--- src/rtl/mult_pkg.sv ---
`default_nettype none
// ============================================================================
// Module      : mult_pkg
// Description : Shared state encoding and default operand width for the
//               shared shift-add multiplier scheduler.
// Revision    : 1.0 - initial release
// ============================================================================
package mult_pkg;

    localparam int c_DEFAULT_WIDTH = 4;

    typedef enum logic [1:0] {
        ST_IDLE = 2'd0,
        ST_RUN  = 2'd1,
        ST_DONE = 2'd2
    } state_t;

endpackage
`default_nettype wire

--- src/rtl/mult_sa_dp.sv ---
`default_nettype none
// ============================================================================
// Module      : mult_sa_dp
// Description : Shift-add datapath: multiplicand, multiplier, accumulator
//               and held product registers.
// Revision    : 1.0 - initial release
// ============================================================================
module mult_sa_dp
    import mult_pkg::*;
#(
    parameter int WIDTH = c_DEFAULT_WIDTH
) (
    input  logic                 clk,
    input  logic                 rst_n,
    input  logic                 i_load,
    input  logic                 i_step,
    input  logic                 i_capture,
    input  logic [WIDTH-1:0]     i_a,
    input  logic [WIDTH-1:0]     i_b,
    output logic [2*WIDTH-1:0]   o_product
);

    logic [2*WIDTH-1:0] r_mcand;
    logic [2*WIDTH-1:0] r_acc;
    logic [2*WIDTH-1:0] r_product;
    logic [WIDTH-1:0]   r_mplier;
    logic [2*WIDTH-1:0] w_acc_next;

    always_comb begin
        w_acc_next = r_mplier[0] ? (r_acc + r_mcand) : r_acc;
    end

    // Capture takes the accumulator's next value so the product lands on
    // the same edge as the final shift-add step.
    always_ff @(posedge clk or negedge rst_n) begin
        if (!rst_n) begin
            r_mcand   <= '0;
            r_mplier  <= '0;
            r_acc     <= '0;
            r_product <= '0;
        end else begin
            if (i_load) begin
                r_mcand  <= {{WIDTH{1'b0}}, i_a};
                r_mplier <= i_b;
                r_acc    <= '0;
            end else if (i_step) begin
                r_acc    <= w_acc_next;
                r_mcand  <= r_mcand << 1;
                r_mplier <= r_mplier >> 1;
            end
            if (i_capture) begin
                r_product <= w_acc_next;
            end
        end
    end

    assign o_product = r_product;

endmodule
`default_nettype wire

--- src/rtl/mult_sched.sv ---
`default_nettype none
// ============================================================================
// Module      : mult_sched
// Description : Round-robin scheduler sharing one shift-add multiplier
//               between two requesters.
// Revision    : 1.0 - initial release
// ============================================================================
module mult_sched
    import mult_pkg::*;
#(
    parameter int WIDTH = c_DEFAULT_WIDTH
) (
    input  logic                 CLOCK_50,
    input  logic                 RESET_N,
    input  logic [1:0]           req,
    input  logic [WIDTH-1:0]     a0,
    input  logic [WIDTH-1:0]     b0,
    input  logic [WIDTH-1:0]     a1,
    input  logic [WIDTH-1:0]     b1,
    output logic [1:0]           gnt,
    output logic                 busy,
    output logic [1:0]           done,
    output logic [2*WIDTH-1:0]   product
);

    localparam int                 c_CNT_W = $clog2(WIDTH + 1);
    localparam logic [c_CNT_W-1:0] c_LAST  = c_CNT_W'(WIDTH - 1);

    state_t             r_state;
    state_t             w_state_next;
    logic [c_CNT_W-1:0] r_cnt;
    logic               r_owner;
    logic               r_last_owner;
    logic [1:0]         r_gnt;
    logic               w_pick;
    logic               w_accept;
    logic               w_last_step;
    logic               w_release;
    logic [WIDTH-1:0]   w_a;
    logic [WIDTH-1:0]   w_b;

    // On a tie the requester not served last wins.
    always_comb begin
        w_pick = 1'b0;
        case (req)
            2'b01:   w_pick = 1'b0;
            2'b10:   w_pick = 1'b1;
            2'b11:   w_pick = ~r_last_owner;
            default: w_pick = 1'b0;
        endcase
    end

    assign w_a = w_pick ? a1 : a0;
    assign w_b = w_pick ? b1 : b0;

    always_ff @(posedge CLOCK_50 or negedge RESET_N) begin
        if (!RESET_N) begin
            r_state <= ST_IDLE;
        end else begin
            r_state <= w_state_next;
        end
    end

    always_comb begin
        w_state_next = r_state;
        w_accept     = 1'b0;
        w_last_step  = 1'b0;
        w_release    = 1'b0;
        case (r_state)
            ST_IDLE: begin
                if (req != 2'b00) begin
                    w_accept     = 1'b1;
                    w_state_next = ST_RUN;
                end
            end
            ST_RUN: begin
                if (r_cnt == c_LAST) begin
                    w_last_step  = 1'b1;
                    w_state_next = ST_DONE;
                end
            end
            ST_DONE: begin
                w_release    = 1'b1;
                w_state_next = ST_IDLE;
            end
            default: w_state_next = ST_IDLE;
        endcase
    end

    always_ff @(posedge CLOCK_50 or negedge RESET_N) begin
        if (!RESET_N) begin
            r_cnt        <= '0;
            r_owner      <= 1'b0;
            r_last_owner <= 1'b1;
            r_gnt        <= 2'b00;
        end else begin
            if (w_accept) begin
                r_owner <= w_pick;
                r_gnt   <= w_pick ? 2'b10 : 2'b01;
                r_cnt   <= '0;
            end else if (r_state == ST_RUN) begin
                r_cnt <= r_cnt + 1'b1;
            end
            if (w_release) begin
                r_gnt        <= 2'b00;
                r_last_owner <= r_owner;
            end
        end
    end

    mult_sa_dp #(
        .WIDTH (WIDTH)
    ) u_dp (
        .clk       (CLOCK_50),
        .rst_n     (RESET_N),
        .i_load    (w_accept),
        .i_step    (r_state == ST_RUN),
        .i_capture (w_last_step),
        .i_a       (w_a),
        .i_b       (w_b),
        .o_product (product)
    );

    assign gnt  = r_gnt;
    assign busy = (r_state != ST_IDLE);
    assign done = (r_state == ST_DONE) ? r_gnt : 2'b00;

endmodule
`default_nettype wire

--- config.mk ---
export PLATFORM = sky130hd
export DESIGN_NAME = mult_sched
export DESIGN_NICKNAME = d
export VERILOG_FILES = /design/src/rtl/mult_pkg.sv /design/src/rtl/mult_sa_dp.sv /design/src/rtl/mult_sched.sv
export SDC_FILE = /design/constraint.sdc
export NUM_CORES = 1
export LEC_CHECK = 0
export BUFFER_PORTS_ARGS = -buffer_cell sky130_fd_sc_hd__buf_4
export CORE_MARGIN = 4
export CORE_UTILIZATION = 60
export CTS_CLUSTER_DIAMETER = 40
export DETAILED_ROUTE_END_ITERATION = 8
export GPL_ROUTABILITY_DRIVEN = 0
export GPL_TIMING_DRIVEN = 0
export PLACE_DENSITY = 0.84
export SYNTH_ARGS = -nofsm -noshare
export SYNTH_HDL_FRONTEND = slang
export SYNTH_SLANG_ARGS = --single-unit
--- constraint.sdc ---
create_clock -name CLOCK_50 -period 3.4 [get_ports CLOCK_50]
set_input_delay 0.68 -clock CLOCK_50 [delete_from_list [all_inputs] [get_ports CLOCK_50]]
set_output_delay 0.68 -clock CLOCK_50 [all_outputs]
set_load 0.02 [all_outputs]
==> summary.txt <==
Run status
  – Status: complete, no violations

Detailed routing
  – Antenna viol nets, final: 0
  – Via count: 1736
  – Iteration-0 DRC Markers: 182
  – DRT Pass-1 Iters: 4
  – Drc violations: 0
  – WL final: 4560 µm
  – Vias per std cell: 5.90
  – Routed len/inst: 15.5 µm

Synth
  – Top cells by area, synth: dfrtp_1, nand2_1, ha_1, o21ai_0, nor2b_1
  – Syn_nets: 240
  – Syn. warnings: 0
  – Ys flop type: dfrtp_1
  – Mean post-synth cell area: 9.56 µm²
  – Syn Inst Count: 210
  – Async SR Flop Fraction: 100%
  – Post-synth EDFFs: 0
  – Unique masters post-synth: 41
  – Proportion of netlist area held by the largest area contributor: 44.9%
  – Post-Syn Area: 0.00201 mm²
  – Cell taking the most area after synthesis: dfrtp_1
  – Register area share after synthesis: 46.2%
  – Synth Register Bits: 37

Layout
  – Final nets: 279
  – Post-route cell area: 0.00239 mm²
  – Non-filler cells, final: 294
  – Area Growth Syn to Fin: 19.1%
  – Fillers: 233
  – Layout cells sized above 1: 18.8%
  – Ant. Diodes: 0

Place
  – Place WS: 1.22 ns
  – IO Port Bufs: 32
  – DP Area: 0.00230 mm²
  – Final HPWL DP: 3260 µm
  – Placed Cells: 286

Clock network
  – Clock buffer depth: 2
  – Hold Buf Count CTS: 0
  – CTS clk-pin slew, worst paths: 0.12 ns
  – Total setup buffers inserted after CTS: 0
  – Clk_lat worst skew: 0.35 ns
  – H-tree depth: 2
  – CTS tree: yes
  – Root Driver: clkbuf_4
  – Post-CTS sizing: 0
  – Total clock sinks: 37
  – Total CTS buffers: 5

GRT
  – Largest net degree at the start of global routing: 38
  – Antenna violations before repair: 0
  – Global route overflow: 0
  – Number of global-route vias before repair: 1693
  – Overall global routing resource usage: 24.0%
  – First-pass GRT wire length: 7920 µm

Timing
  – Final Critical Period: 2.18 ns
  – Setup violations, final: 0
  – Setup tns final: 0 ns
  – RSZ-0062 raised after global routing: false
  – Max-slew violation count: 0
  – Period utilisation layout: 64.1%
  – Final WS setup: 1.22 ns
  – Clock skew: 0.0135 ns
  – Fmax: 459 MHz
  – Slew of the pin with the lowest slew margin: 0.539 ns
  – Slew HR: 64.0%
  – Final Hold Viols: 0

Die
  – Die ar.: 0.00434 mm²
  – Die W: 65.9 µm
  – # rows: 20
  – # IOs: 33
  – Core Box Area: 0.00313 mm²
  – Initial Util: 64.2%
  – Die Y: 65.9 µm

Power
  – Pleak: 1.11 nW
  – Power per cell area: 1020 mW/mm²
  – Pwr Total: 2.45 mW
  – Worst vdd ir: 0.596 mV

Setup path
  – Worst EP arrival: 2.43 ns
  – Worst R2R End: u_dp.r_acc[6]
  – Critical Path Fanout Max: 4
  – Startpoint types: flop
  – Critical path class: reg2reg
  – R2r worst-path depth: 8
  – Reg2Reg Setup Slack: 1.22 ns
  – FF-to-FF Start: u_dp.r_mcand[0]
  – Worst setup EP type: flop
  – Required time worst endpoint: 3.65 ns

Hold path
  – Min-delay worst type: in2async

Run
  – Max Cap Violations: 0
critical path, stage by stage, from the launching register on:
cell     delay (ns)
dfrtp_1        0.43
ha_1           0.24
inv_1          0.08
fa_1           0.24
nor2b_4        0.05
o31a_1         0.25
o21a_1         0.21
or3_1          0.31
a32o_1         0.26
sequential cells by signal, summed over array words and instances, names as in the netlist:
name,flops
u_dp.o_product,8
r_last_owner,1
r_owner,1
r_state,2
u_dp.r_mcand,8
u_dp.r_acc,8
gnt,2
r_cnt,3
u_dp.r_mplier,4
power by group:
group	internal (mW)	total, mW	switching [mW]
clock network	0.175	0.326	0.152
registers	0.651	0.802	0.151
logic	0.558	1.32	0.764
metal layers:
layer,vias to the layer above,GRT usage [%],routed length (µm)
met1,839,33.0,1890
met5,-,0,0
met4,0,7.77,54
met2,57,36.7,2290
met3,7,6.29,320
li1,833,-,-
per-stage QoR:
step	hold slack (ns)	utilization, %
final	0.261	76.5
after global routing	0.285	76.5
after CTS	0.261	76.5
after detailed placement	0.485	73.6
after global placement	0.470	73.6
after floorplan	0.384	-
cell type report:
type / instances / area [µm²] / share of cell area [%]
clock buffer: 6 / 51.3 / 2.14
inverter: 9 / 33.8 / 1.41
clock inverter: 2 / 37.5 / 1.57
multi-input combinational: 153 / 1000 / 42.0
sequential: 37 / 927 / 38.8
buffer: 11 / 42.5 / 1.78
tap: 44 / 55.1 / 2.30
timing repair buffer: 32 / 240 / 10.0
cells by family (layout without fill, tap and decap cells):
| family | count (synthesis) | count (layout) | synth area share (%) |
|---|---|---|---|
| simple gates | 73 | 73 | 18.1 |
| compound gates | 59 | 59 | 19.9 |
| flops | 37 | 37 | 46.2 |
| buf+inv | 20 | 60 | 3.80 |
| fa+ha+maj | 10 | 10 | 6.60 |
| mux | 8 | 8 | 4.17 |
| xor+xnor | 3 | 3 | 1.31 |
cell usage after synthesis (3+ instances only):
| cell type | n |
|---|---|
| xnor2_1 | 3 |
| a2bb2oi_1 | 3 |
| nor3_1 | 4 |
| mux2i_1 | 5 |
| a31oi_1 | 7 |
| and2_1 | 3 |
| nor2b_1 | 9 |
| ha_1 | 9 |
| clkbuf_1 | 10 |
| nor2_1 | 4 |
| dfrtp_1 | 36 |
| a211oi_1 | 6 |
| a22o_1 | 6 |
| o21a_1 | 3 |
| o21ai_0 | 14 |
| mux2_2 | 3 |
| a21oi_1 | 9 |
| nand3_1 | 11 |
| nand2_1 | 31 |
| inv_1 | 9 |
placed cells by master, fill, tap and decap left out, types with 2 or more instances in the layout:
master,synthesis,layout
o31a_1,2,2
o21a_1,3,3
a31oi_1,7,7
a22o_1,6,6
a21oi_1,9,9
xnor2_1,3,3
clkbuf_4,0,5
dfrtp_1,36,36
nor2b_1,9,9
nor3_1,4,4
a211oi_1,6,6
mux2_2,3,3
nand3_1,11,11
nor2_1,4,4
o21ai_0,14,14
inv_1,9,9
mux2i_1,5,5
clkbuf_1,10,10
and2_1,3,3
nand2_1,31,31
nor4_1,2,2
or3_1,2,2
buf_4,0,32
ha_1,9,9
a2bb2oi_1,3,3
nand2b_1,2,2
how the worst max path moves through the flow:
stage | start | endpoint | cells past startpoint
2_1_floorplan | u_dp.r_acc[0] | u_dp.r_acc[6] | 8
3_3_place_gp | req[1] | r_state[0] | 5
3_5_place_dp | req[1] | r_state[0] | 5
4_1_cts | u_dp.r_mcand[0] | u_dp.r_acc[6] | 8
5_1_grt | u_dp.r_acc[0] | u_dp.r_acc[6] | 8
6_report | u_dp.r_mcand[0] | u_dp.r_acc[6] | 8
Power figures use the tool's default switching activity.
